==> config.mk <==
export PLATFORM = sky130hd
export DESIGN_NAME = serial_frame_tx
export DESIGN_NICKNAME = d
export VERILOG_FILES = /design/src/rtl/serial_pkg.sv /design/src/rtl/serial_bit_timer.sv /design/src/rtl/serial_frame_tx.sv
export SDC_FILE = /design/constraint.sdc
export NUM_CORES = 1
export LEC_CHECK = 0
export ABC_AREA = 1
export BUFFER_PORTS_ARGS = -buffer_cell sky130_fd_sc_hd__buf_2
export CAP_MARGIN = 25
export CORE_MARGIN = 4
export CORE_UTILIZATION = 58
export CTS_CLUSTER_DIAMETER = 40
export DETAILED_ROUTE_END_ITERATION = 7
export PLACE_DENSITY = 0.87
export SLEW_MARGIN = 20
export SYNTH_ARGS = -nofsm -noshare
export SYNTH_HDL_FRONTEND = slang
export SYNTH_HIERARCHICAL = 1
export SYNTH_SLANG_ARGS = --single-unit
==> constraint.sdc <==
create_clock -name clk -period 4.5 [get_ports clk]
set_clock_uncertainty 0.05 [all_clocks]
set_input_delay 0.9 -clock clk [delete_from_list [all_inputs] [get_ports clk]]
set_output_delay 0.9 -clock clk [all_outputs]
set_load 0.03 [all_outputs]
==> src/rtl/serial_pkg.sv <==
// Shared types and line-level constants for the serial frame transmitter.
package serial_pkg;

    typedef enum logic [1:0] {
        IDLE  = 2'd0,
        START = 2'd1,
        DATA  = 2'd2,
        STOP  = 2'd3
    } tx_state_t;

    localparam logic LINE_IDLE = 1'b1;
    localparam logic START_BIT = 1'b0;
    localparam logic STOP_BIT  = 1'b1;

endpackage : serial_pkg

==> src/rtl/serial_bit_timer.sv <==
// Bit-period timer: counts 0..CLKS_PER_BIT-1 and flags the last cycle of each bit.
module serial_bit_timer #(
    parameter int CLKS_PER_BIT = 4
) (
    input  logic clk,
    input  logic rst,
    input  logic clear,
    output logic tick
);

    localparam int CNT_W = (CLKS_PER_BIT > 1) ? $clog2(CLKS_PER_BIT) : 1;
    localparam logic [CNT_W-1:0] CNT_LAST = CNT_W'(CLKS_PER_BIT - 1);

    logic [CNT_W-1:0] count_r;

    // With a single cycle per bit the count never leaves zero, so tick is constant 1.
    assign tick = (count_r == CNT_LAST);

    // Cycle counter, held at zero while cleared and wrapping on tick.
    always_ff @(posedge clk or posedge rst) begin
        if (rst) begin
            count_r <= {CNT_W{1'b0}};
        end else if (clear) begin
            count_r <= {CNT_W{1'b0}};
        end else if (tick) begin
            count_r <= {CNT_W{1'b0}};
        end else begin
            count_r <= count_r + CNT_W'(1);
        end
    end

endmodule : serial_bit_timer

==> src/rtl/serial_frame_tx.sv <==
// Framed parallel-to-serial transmitter: start bit, data LSB-first, stop bit.
module serial_frame_tx
    import serial_pkg::*;
#(
    parameter int WIDTH        = 8,
    parameter int CLKS_PER_BIT = 4
) (
    input  logic             clk,
    input  logic             rst,
    input  logic             in_valid,
    output logic             in_ready,
    input  logic [WIDTH-1:0] in_data,
    output logic             serial_out,
    output logic             busy,
    output logic             done
);

    localparam int IDX_W = (WIDTH > 1) ? $clog2(WIDTH) : 1;
    localparam logic [IDX_W-1:0] IDX_LAST = IDX_W'(WIDTH - 1);

    tx_state_t        state_r;
    tx_state_t        state_next_s;
    logic [WIDTH-1:0] shreg_r;
    logic [WIDTH-1:0] shreg_next_s;
    logic [WIDTH-1:0] shifted_s;
    logic [IDX_W-1:0] idx_r;
    logic [IDX_W-1:0] idx_next_s;
    logic             line_r;
    logic             line_next_s;
    logic             done_r;
    logic             done_next_s;
    logic             tick_s;
    logic             timer_clear_s;

    assign in_ready      = (state_r == IDLE);
    assign busy          = ~in_ready;
    assign serial_out    = line_r;
    assign done          = done_r;
    assign timer_clear_s = (state_r == IDLE);
    assign shifted_s     = shreg_r >> 1;

    serial_bit_timer #(
        .CLKS_PER_BIT(CLKS_PER_BIT)
    ) u_bit_timer (
        .clk  (clk),
        .rst  (rst),
        .clear(timer_clear_s),
        .tick (tick_s)
    );

    // Next-state, datapath and next line level; the line is computed from the
    // upcoming state so the registered output lines up with the state register.
    always_comb begin
        state_next_s = state_r;
        shreg_next_s = shreg_r;
        idx_next_s   = idx_r;
        line_next_s  = LINE_IDLE;
        done_next_s  = 1'b0;
        case (state_r)
            IDLE: begin
                if (in_valid) begin
                    state_next_s = START;
                    shreg_next_s = in_data;
                    idx_next_s   = {IDX_W{1'b0}};
                    line_next_s  = START_BIT;
                end else begin
                    line_next_s  = LINE_IDLE;
                end
            end
            START: begin
                if (tick_s) begin
                    state_next_s = DATA;
                    line_next_s  = shreg_r[0];
                end else begin
                    line_next_s  = START_BIT;
                end
            end
            DATA: begin
                if (tick_s) begin
                    shreg_next_s = shifted_s;
                    if (idx_r == IDX_LAST) begin
                        state_next_s = STOP;
                        line_next_s  = STOP_BIT;
                    end else begin
                        idx_next_s   = idx_r + IDX_W'(1);
                        line_next_s  = shifted_s[0];
                    end
                end else begin
                    line_next_s = shreg_r[0];
                end
            end
            STOP: begin
                if (tick_s) begin
                    state_next_s = IDLE;
                    done_next_s  = 1'b1;
                    line_next_s  = LINE_IDLE;
                end else begin
                    line_next_s  = STOP_BIT;
                end
            end
            default: begin
                state_next_s = IDLE;
                line_next_s  = LINE_IDLE;
            end
        endcase
    end

    // FSM state register.
    always_ff @(posedge clk or posedge rst) begin
        if (rst) begin
            state_r <= IDLE;
        end else begin
            state_r <= state_next_s;
        end
    end

    // Shift register, bit index and registered line/done outputs.
    always_ff @(posedge clk or posedge rst) begin
        if (rst) begin
            shreg_r <= {WIDTH{1'b0}};
            idx_r   <= {IDX_W{1'b0}};
            line_r  <= LINE_IDLE;
            done_r  <= 1'b0;
        end else begin
            shreg_r <= shreg_next_s;
            idx_r   <= idx_next_s;
            line_r  <= line_next_s;
            done_r  <= done_next_s;
        end
    end

endmodule : serial_frame_tx

### After elaboration in Yosys (flattened, before gate mapping)

Cells that the tools add are included.

| cells by class | value |
|---|---|
| mux-type cells | 22 |
| reductions and logical operators | 5 |
| add/sub/neg operators | 2 |
| bitwise logic cells | 1 |
| equal/unequal tests | 11 |

Operator list:

| kind | number |
|---|---|
| 2-to-1 mux 8 bit | 2 |
| one-hot mux 8 bit (2 select lines) | 1 |
| 2-to-1 mux 2 bit | 7 |
| != test 2 bit (second input constant) | 6 |
| 2-to-1 mux 3 bit | 3 |
| one-hot mux 2 bit (4 select lines) | 1 |
| == test 2 bit (second input constant) | 3 |
| 2-to-1 mux 1 bit | 6 |
| one-hot mux 3 bit (2 select lines) | 1 |
| AND reduction 5 bit | 1 |
| one-hot mux 1 bit (4 select lines) | 1 |
| AND reduction 4 bit | 1 |
| adder 3 x 1 -> 3 bit (second input constant) | 1 |
| == test 3 bit (second input constant) | 1 |
| AND reduction 3 bit | 1 |
| adder 2 x 1 -> 2 bit (second input constant) | 1 |
| == test 2 x 1 -> 1 bit (second input constant) | 1 |
| zero test 2 bit | 1 |
| nonzero test 2 bit | 1 |
| NOT 1 bit | 1 |

| storage, ports and cells | value |
|---|---|
| output and inout bits | 4 |
| input port bits | 11 |
| word-level logic and storage cells | 47 |
| bits in registers | 17 |

### Longest topological paths before layout

Gate-level depths: netlist of run 1.

| depth | value |
|---|---|
| word-level depth | 4 |
| mapped depth | 8 |
| depth with buffers taken out | 8 |

### By module

The synthesis of run 1 kept the hierarchy.

Modules (own cells, without submodules):

| module | cells an instance | area an instance (um^2) | instances | sequential area each (um^2) |
|---|---|---|---|---|
| serial_frame_tx | 113 | 863.3 | 1 | 376.6 |
| serial_bit_timer | 10 | 91.3 | 1 | 50.0 |

### Worst setup path after synthesis of run 1

OpenSTA, ideal clock, no wires.

| path | value |
|---|---|
| kind | register -> output |
| start point | register state_r[0] |
| end point | output port busy |
| stages on the path, launching flop included | 4 |
| buffers on the path | 0 |
| required time | 3550 ps |
| arrival | 1147 ps |
| setup slack | 2403 ps |
| cell sequence | dfrtp_1 inv_1 ha_1 inv_1 |

| between the ends | value |
|---|---|
| word-level cells in the longest chain between the ends | 2 |

RTL lines:

| item | line | text |
|---|---|---|
| from (decl) | serial_frame_tx.sv:21 | `tx_state_t state_r;` |
| from (signal assigned) | serial_frame_tx.sv:113 | `state_r <= state_next_s;` |
| zero test 2 bit | serial_frame_tx.sv:35 | `assign in_ready = (state_r == IDLE);` |
| named net in_ready | serial_frame_tx.sv:11 | `output logic in_ready,` |
| NOT 1 bit | serial_frame_tx.sv:36 | `assign busy = ~in_ready;` |
| to (decl) | serial_frame_tx.sv:14 | `output logic busy,` |

The timed path passes the listed nets, and every way through them passes these cells.

### Final worst setup path of run 1

| path | value |
|---|---|
| start point | register state_r[0] |
| end point | output port busy |

| between the ends | value |
|---|---|
| word-level cells in the longest chain between the ends | 2 |

RTL lines:

| item | line |
|---|---|
| zero test 2 bit | serial_frame_tx.sv:35 |
| NOT 1 bit | serial_frame_tx.sv:36 |

Every way passes these cells.

==> results.cfg, run 1 <==
[placed_design]
pre_cts_ws_ps = 2530
numPortBuffers = 14
place_inst = 151
hpwl_um = 1370
globalplace.congestion = 0.761

[sta]
tightest_slew_ps = 558
fin_crit_ps = 2300
fin_crit_sh = 0.511
rsz0062_at_grt = false
max_freq_mhz = 435
drv_slew = 0
hold_viol_final = 0
setup_viol = 0
setup_tns_ps = 0
fin_ws_ps = 2200
hold_slack_ps = 391
slew_headroom = 0.628

[yosys]
ys.flop_type = dfrtp_1
synth_edf_count = 0
synthArstFlopShare = 1.00
syn_area_um2 = 955
synthCells = 123
yosysTopAreaCell = dfrtp_1
yosys_register_bits = 17
yosys_warnings = 6
synth_top_area_share = 0.419
syn-mean-instance-area_um2 = 7.76
synth_area_leaders = dfrtp_1 (42%), nand2_1 (17%), ha_1 (10%)
synth.most_common_cell = nand2_1
yosysSeqAreaShare = 0.447
synth_cell_types = 16
synth_nets = 142
synth.cells.most_frequent = nand2_1 (43), inv_1 (20), dfrtp_1 (16), o21ai_0 (16), ha_1 (8)

[detailed_routing]
drc = 0
first_pass_iters = 4
drt_iter0_drc = 14
ant_nets = 0
vias = 789
wl_per_cell_um = 11.7
routed_via_density = 5.09
totalWireLength_um = 1810

[worst_setup_path]
end_kind = output port
startpoint_type = register
path_cells = inv_1 > ha_1 > inv_1 > buf_2
path_common_cell = inv_1
required_ps = 3550
slowest_stage = dfrtp_1
cp_data_arrival_time_ps = 1350
critPathMaxFanout = 6
path_class = register to output port
slowest_delay_ps = 430
critPathBufInv = 3
cpLargestDelayFamily = flip-flops

[global_route]
grt_max_degree = 17
grt_pass1_vias = 797
grt_overflow_total = 0
antenna_found_initial = 0
grt_pass1_wl_um = 3280
grtUsageTotal = 0.174

[cells_and_area]
n_antenna_cell = 0
layout-drive-gt1-share = 0.158
syn2layout_area_growth_pct = 10.2
fillCellCount = 139
final_nets = 159
regArea_um2 = 427
multiInputGateArea_um2 = 430
layout.cells.non_filler = 155

[cts]
ctsResizeCount = 0
post_cts_buffers = 0
cts_max_level = 1
cts_num_sinks = 17
insertion_delay_ps = 300
cts_buffers = 3
cts_root_buffer = clkbuf_4
cts_tree = done
path_clk_slew_ps = 100
clockBufferDepth = 2
cts_hold_buf = 0

[power_and_ir_drop]
switching_share = 0.476
peakVddDrop_mv = 0.398
p_seq_frac = 0.347
leakage_nw = 0.622
p_int_w = 0.000388
clockPowerShare = 0.114
pwr-share-comb = 0.539
power_density_nw_per_um2 = 704
power.switching_w = 0.000353

[floorplan]
fp.dieW_um = 48.6
io_pins = 15
rows = 14
start_util = 0.626
die_area_um2 = 2360
core_area_um2 = 1520
die_y_um = 48.6

[job]
cap_violations = 0

[hold_path]
hold_path.class = input port to async pin

[status]
status = finished clean
[cells by family after synthesis]
kind of cell    share of synthesized area
fa+ha+maj                           0.105
buf+inv                             0.102
simple gates                        0.254
compound gates                     0.0917
flops                               0.447
[cell type report]
type                    count  area share
inverters                  21      0.0749
repair buffers             14      0.0666
multi-input cells          83       0.409
clock buffers               4      0.0250
flip-flops and latches     17       0.405
well taps                  16      0.0190
[worst paths after layout]
path	from	end	depth (start not counted)	slack, ps
max	state_r[0]$_DFFE_PP0P_	busy	4	2200
min in group clk	u_bit_timer/count_r[0]$_DFF_PP0_	u_bit_timer/count_r[0]$_DFF_PP0_	1	410
min	rst	u_bit_timer/count_r[0]$_DFF_PP0_	2	390
max in group asynchronous	rst	serial_out$_DFF_PP1_	2	3430
max reg2reg	state_r[0]$_DFFE_PP0P_	shreg_r[2]$_DFFE_PP0P_	6	2840
min reg2reg	u_bit_timer/count_r[0]$_DFF_PP0_	u_bit_timer/count_r[0]$_DFF_PP0_	1	410
[through the flow]
step	total power, W	cell area, um2	util
after floorplan	0.000585	955	-
after global placement	0.000633	1030	0.673
after detailed placement	0.000657	1030	0.673
after CTS	0.000742	1050	0.690
after global routing	0.000817	1050	0.690
final	0.000741	1050	0.690
[cells in the final DEF (no fill, tap or decap)]
| cell | count |
|---|---|
| a21o_1 | 1 |
| buf_2 | 14 |
| clkbuf_1 | 1 |
| clkbuf_4 | 3 |
| dfrtp_1 | 16 |
| dfstp_2 | 1 |
| ha_1 | 8 |
| inv_1 | 20 |
| inv_2 | 1 |
| nand2_1 | 43 |
| nand3_1 | 6 |
| nand4_1 | 2 |
| nor2_1 | 4 |
| nor2_2 | 1 |
| nor2_4 | 1 |
| o21ai_0 | 16 |
| or2_2 | 1 |
[registers in the layout, indices dropped and copies added (netlist names)]
| name | cells |
|---|---|
| idx_r | 3 |
| u_bit_timer/count_r | 2 |
| serial_out | 1 |
| shreg_r | 8 |
| done | 1 |
| state_r | 2 |
[routing by layer]
metal	track usage	routed length, um	vias to the layer above
met5	0	0	-
met4	0.0762	31	0
met2	0.304	927	13
met3	0.0399	71	5
met1	0.199	776	359
li1	-	-	412
[power groups by stage]
stage	clock network, W	registers [W]	logic, W
CTS	0.0000852	0.000257	0.000400
detailed placement	0	0.000261	0.000396
floorplan	0	0.000263	0.000321
global route	0.0000929	0.000265	0.000459
global placement	0	0.000256	0.000377
finish	0.0000844	0.000257	0.000399
Note: power is estimated with default switching activity, not from simulation.
==> run 2: changes to the inputs <==
Settings changed: CORE_UTILIZATION 58 to 54, PLACE_DENSITY 0.87 to 0.83.
Clock period 4.5 ns to 2.4 ns, I/O delays scaled along.
==> run 2 against run 1 <==
  * Combinational power is 88% higher
  * Critical endpoint unchanged
  * Die area is 6.2% higher
  * Register-to-register slack lost 2100 ps
  * Wire length grew 1.0%
  * Largest power group unchanged
  * Largest cell class unchanged
==> results.cfg, run 2 (synthesis results as in run 1) <==
[cells_and_area]
largest_register_ffs = 8
n_antenna_cell = 0
postLayoutCellArea_um2 = 1070
mostFrequentLayoutCells = nand2_1 (43), inv_1 (20), o21ai_0 (16), dfrtp_1 (16), buf_2 (14)
syn2layout_area_growth_pct = 12.3
top_regs = shreg_r: 8 flops, idx_r: 3 flops
top_register = shreg_r
final_nets = 160
layout_commonest_cell = nand2_1
layout-drive-gt1-share = 0.157
final_core_util = 0.673
fillCellCount = 140

[sta]
max_freq_mhz = 530
rsz0062_at_grt = false
setup_viol = 0
fin_crit_ps = 1890
slew_headroom = 0.633
hold_slack_ps = 343
hold_viol_final = 0
fin_crit_sh = 0.786
drv_slew = 0
setup_tns_ps = 0
tightest_slew_ps = 551

[power_and_ir_drop]
leakage_nw = 0.626
peakVddDrop_mv = 0.804
power.total_w = 0.00139
power_density_nw_per_um2 = 1300

[job]
cap_violations = 0

[cts]
clockBufferDepth = 2
cts_tree = done
post_cts_buffers = 0
cts_root_buffer = clkbuf_4
cts_num_sinks = 17
ctsResizeCount = 0
path_clk_slew_ps = 100
cts_hold_buf = 1
cts_buffers = 3
cts_max_level = 1
insertion_delay_ps = 290

[floorplan]
start_util = 0.599
rows = 14
die_y_um = 50.0
fp.dieW_um = 50.0
io_pins = 15
die_area_um2 = 2500
core_area_um2 = 1590

[global_route]
antenna_found_initial = 0
grt_pass1_vias = 760
grt_overflow_total = 0
grtUsageTotal = 0.166
grt_max_degree = 17
grt_pass1_wl_um = 3180

[worst_setup_path]
cpLargestDelayFamily = flip-flops
critPathMaxFanout = 6
slowest_delay_ps = 430
critPathBufInv = 3
path_class = register to output port
cp_data_arrival_time_ps = 1360
slowest_stage = dfrtp_1
required_ps = 1870
path_common_cell = inv_1
startpoint_type = register
path_cells = inv_1 > ha_1 > inv_1 > buf_2
end_kind = output port

[detailed_routing]
drc = 0
vias = 809
drt_iter0_drc = 11
totalWireLength_um = 1820
first_pass_iters = 5
wl_per_cell_um = 11.1
routed_via_density = 4.93
ant_nets = 0

[status]
status = finished clean

[placed_design]
hpwl_um = 1410
globalplace.congestion = 0.800
numPortBuffers = 14
placed_area_um2 = 1040

[hold_path]
hold_path.class = input port to register
==> run 2: changes by cell type in the layout (fill, tap and decap cells not counted) <==
cell           before  now
dlygate4sd3_1       0    1
==> run 2: path summary, 6_finish.rpt <==
check	slack, ps	cells past startpoint	start	end
setup / recovery	510	4	state_r[0]$_DFFE_PP0P_	busy
max in group asynchronous	1210	3	rst	idx_r[1]$_DFFE_PP0P_
min in group asynchronous	520	3	rst	u_bit_timer/count_r[0]$_DFF_PP0_
hold reg to reg	420	1	u_bit_timer/count_r[0]$_DFF_PP0_	u_bit_timer/count_r[0]$_DFF_PP0_
hold / removal	340	4	in_valid	serial_out$_DFF_PP1_
setup reg to reg	720	7	state_r[0]$_DFFE_PP0P_	shreg_r[1]$_DFFE_PP0P_
==> run 2: cell type report <==
class	count	area, um2	share of cell area
inverters	21	78.8	0.0735
repair buffers	15	80.1	0.0747
well taps	24	30.0	0.0280
multi-input cells	83	430	0.401
clock buffers	4	26.3	0.0245
flip-flops and latches	17	427	0.398
==> run 2: worst min-delay path, stage by stage <==
cell     delay (ps)
buf_2            90
nand2_1          40
nand2_1          60
inv_1            30
==> run 2: metrics by stage <==
stage / instances / setup slack [ps]
3_3_place_gp: 159 / 868
6_report: 164 / 512
2_1_floorplan: 123 / 599
3_5_place_dp: 159 / 773
4_1_cts: 164 / 508
5_1_grt: 164 / 412
==> run 2: routing by layer <==
metal	GRT usage	routed length (um)	vias up
met5	0	0	-
met4	0.0829	31	0
met3	0.0361	80	4
met2	0.265	909	23
met1	0.208	801	367
li1	-	-	415
==> run 2: where the power goes <==
group / switching, W / total, W / internal (W)
clock network: 0.0000920 / 0.000157 / 0.0000646
registers: 0.0000642 / 0.000484 / 0.000420
logic: 0.000507 / 0.000751 / 0.000244
total: 0.000663 / 0.00139 / 0.000729
==> run 3: changes to the inputs <==
Settings changed: CORE_UTILIZATION 54 to 49, PLACE_DENSITY 0.83 to 0.79.
Clock period 2.4 ns to 1.57 ns, I/O delays scaled along.
==> run 3 against run 2 <==
  * Cell area is 7.8% higher
  * Cell count increased by 4.9%
  * Critical path type unchanged
  * Register-to-register slack lost 620 ps
  * Setup slack got worse by 460 ps
  * Sequential share of layout area shrank 2.9 points
  * Core utilization decreased by 2.4 points
  * Sequential cell count unchanged
  * Die area rose by 8.5%
  * Largest cell class unchanged
  * First-iteration DRC count grew 140%
==> results.cfg, run 3 (synthesis results as in run 1) <==
[detailed_routing]
first_pass_iters = 4
ant_nets = 0
routed_via_density = 4.84
drc = 0
vias = 832
drt_iter0_drc = 26
wl_per_cell_um = 11.0
totalWireLength_um = 1900

[placed_design]
numPortBuffers = 14
placed_area_um2 = 1060
hpwl_um = 1410
globalplace.congestion = 0.791

[floorplan]
io_pins = 15
core_area_um2 = 1780
fp.dieW_um = 52.1
rows = 15
die_y_um = 52.1
start_util = 0.535
die_area_um2 = 2720

[worst_setup_path]
timing.rr.end = shreg_r[5]$_DFFE_PP0P_
rr_startpoint = state_r[0]$_DFFE_PP0P_
cp_data_arrival_time_ps = 1150
path_common_cell = inv_2
critPathBufInv = 3
cpLargestDelayFamily = flip-flops
startpoint_type = register
required_ps = 1210
path_cells = inv_2 > ha_4 > inv_2 > buf_6
rr_worst_depth = 8
path_class = register to output port
critPathMaxFanout = 5
end_kind = output port
slowest_stage = dfrtp_1
r2r_slack_ps = 100
slowest_delay_ps = 430

[cts]
clockBufferDepth = 2
cts_tree = done
cts_root_buffer = clkbuf_4
path_clk_slew_ps = 90
cts_max_level = 1
cts_buffers = 3
cts_num_sinks = 17
insertion_delay_ps = 280

[global_route]
grt_pass1_vias = 761
use_met3 = 0.0372
grtUsageTotal = 0.157
top_usage_layer = met2
grt_overflow_total = 0
use_met2 = 0.241
grt_max_degree = 17
antenna_found_initial = 0
use_met1 = 0.207
grt_pass1_wl_um = 3160

[sta]
fin_crit_sh = 0.966
tightest_slew_ps = 565
slew_headroom = 0.623
rsz0062_at_grt = true
setup_viol = 0
drv_slew = 0
fin_crit_ps = 1520
hold_viol_final = 0
max_freq_mhz = 659

[cells_and_area]
postLayoutCellArea_um2 = 1160
top_regs = shreg_r: 8 flops, idx_r: 3 flops
fillCellCount = 150
layout_commonest_cell = nand2_1
n_antenna_cell = 0
final_nets = 167
final_core_util = 0.648
syn2layout_area_growth_pct = 21.1
mostFrequentLayoutCells = nand2_1 (43), inv_1 (17), dfrtp_1 (16)
layout-drive-gt1-share = 0.245
top_register = shreg_r
largest_register_ffs = 8

[hold_path]
hold_end = serial_out$_DFF_PP1_
whs_path_depth = 4
hold_path.class = input port to register
min_from = in_valid

[job]
cap_violations = 0

[power_and_ir_drop]
power.total_w = 0.00237
power_density_nw_per_um2 = 2050
peakVddDrop_mv = 1.14
leakage_nw = 0.659

[status]
status = finished clean
==> run 3: cell count changes in the layout (fill, tap and decap cells not counted), sizes merged <==
cell	before	now
buf	14	21
==> run 3: per-layer routing <==
| layer | vias to the layer above | part of all wire |
|---|---|---|
| met5 | - | 0 |
| met4 | 0 | 0.012 |
| met3 | 4 | 0.051 |
| met2 | 19 | 0.48 |
| met1 | 379 | 0.45 |
| li1 | 430 | - |
==> run 3: cell type report <==
class	count	area, um2	area share
sequential	17	427	0.369
multi-input combinational	83	452	0.391
timing repair buffer	22	141	0.122
clock buffer	4	26.3	0.0227
inverter	21	78.8	0.0682
tap	25	31.3	0.0271
==> run 3: metrics by stage <==
stage               setup TNS (ps)  cells  setup WS (ps)  hold slack (ps)
detailed placement               0    162           28.6              131
finish                           0    172           53.7              201
global route                 -32.2    172          -27.0              204
global placement                 0    162           74.0              124
floorplan                        0    123           27.6             5.18
CTS                              0    169           10.8              182
==> run 3: worst max-delay path by stage <==
stage	start	to	slack (ps)	depth (start not counted)
2_1_floorplan	state_r[0]$_DFFE_PP0P_	idx_r[0]$_DFFE_PP0P_	30	7
3_3_place_gp	state_r[0]$_DFFE_PP0P_	shreg_r[5]$_DFFE_PP0P_	70	5
3_5_place_dp	state_r[0]$_DFFE_PP0P_	shreg_r[5]$_DFFE_PP0P_	30	5
4_1_cts	state_r[1]$_DFFE_PP0P_	busy	10	4
5_1_grt	state_r[1]$_DFFE_PP0P_	busy	-30	4
6_report	state_r[1]$_DFFE_PP0P_	busy	50	4
==> run 3: worst min-delay path, stage by stage <==
cell and delay, ps:
buf_2 90, nand2_1 40, nand2_1 50, inv_1 30
==> run 3: power breakdown <==
group / switching, W / internal (W)
clock: 0.000127 / 0.0000986
sequential: 0.0000928 / 0.000642
combinational: 0.000843 / 0.000569
total: 0.00106 / 0.00131
==> run 3: timing repair <==
action | in CTS | in global routing
hold buffers | 1 | 0
pin swaps | 0 | 2
gates cloned | 0 | 0
hold endpoints to repair | 2 | 0
setup endpoints to repair | 2 | 15
gates resized for setup | 3 | 8
buffers inserted | 2 | 3
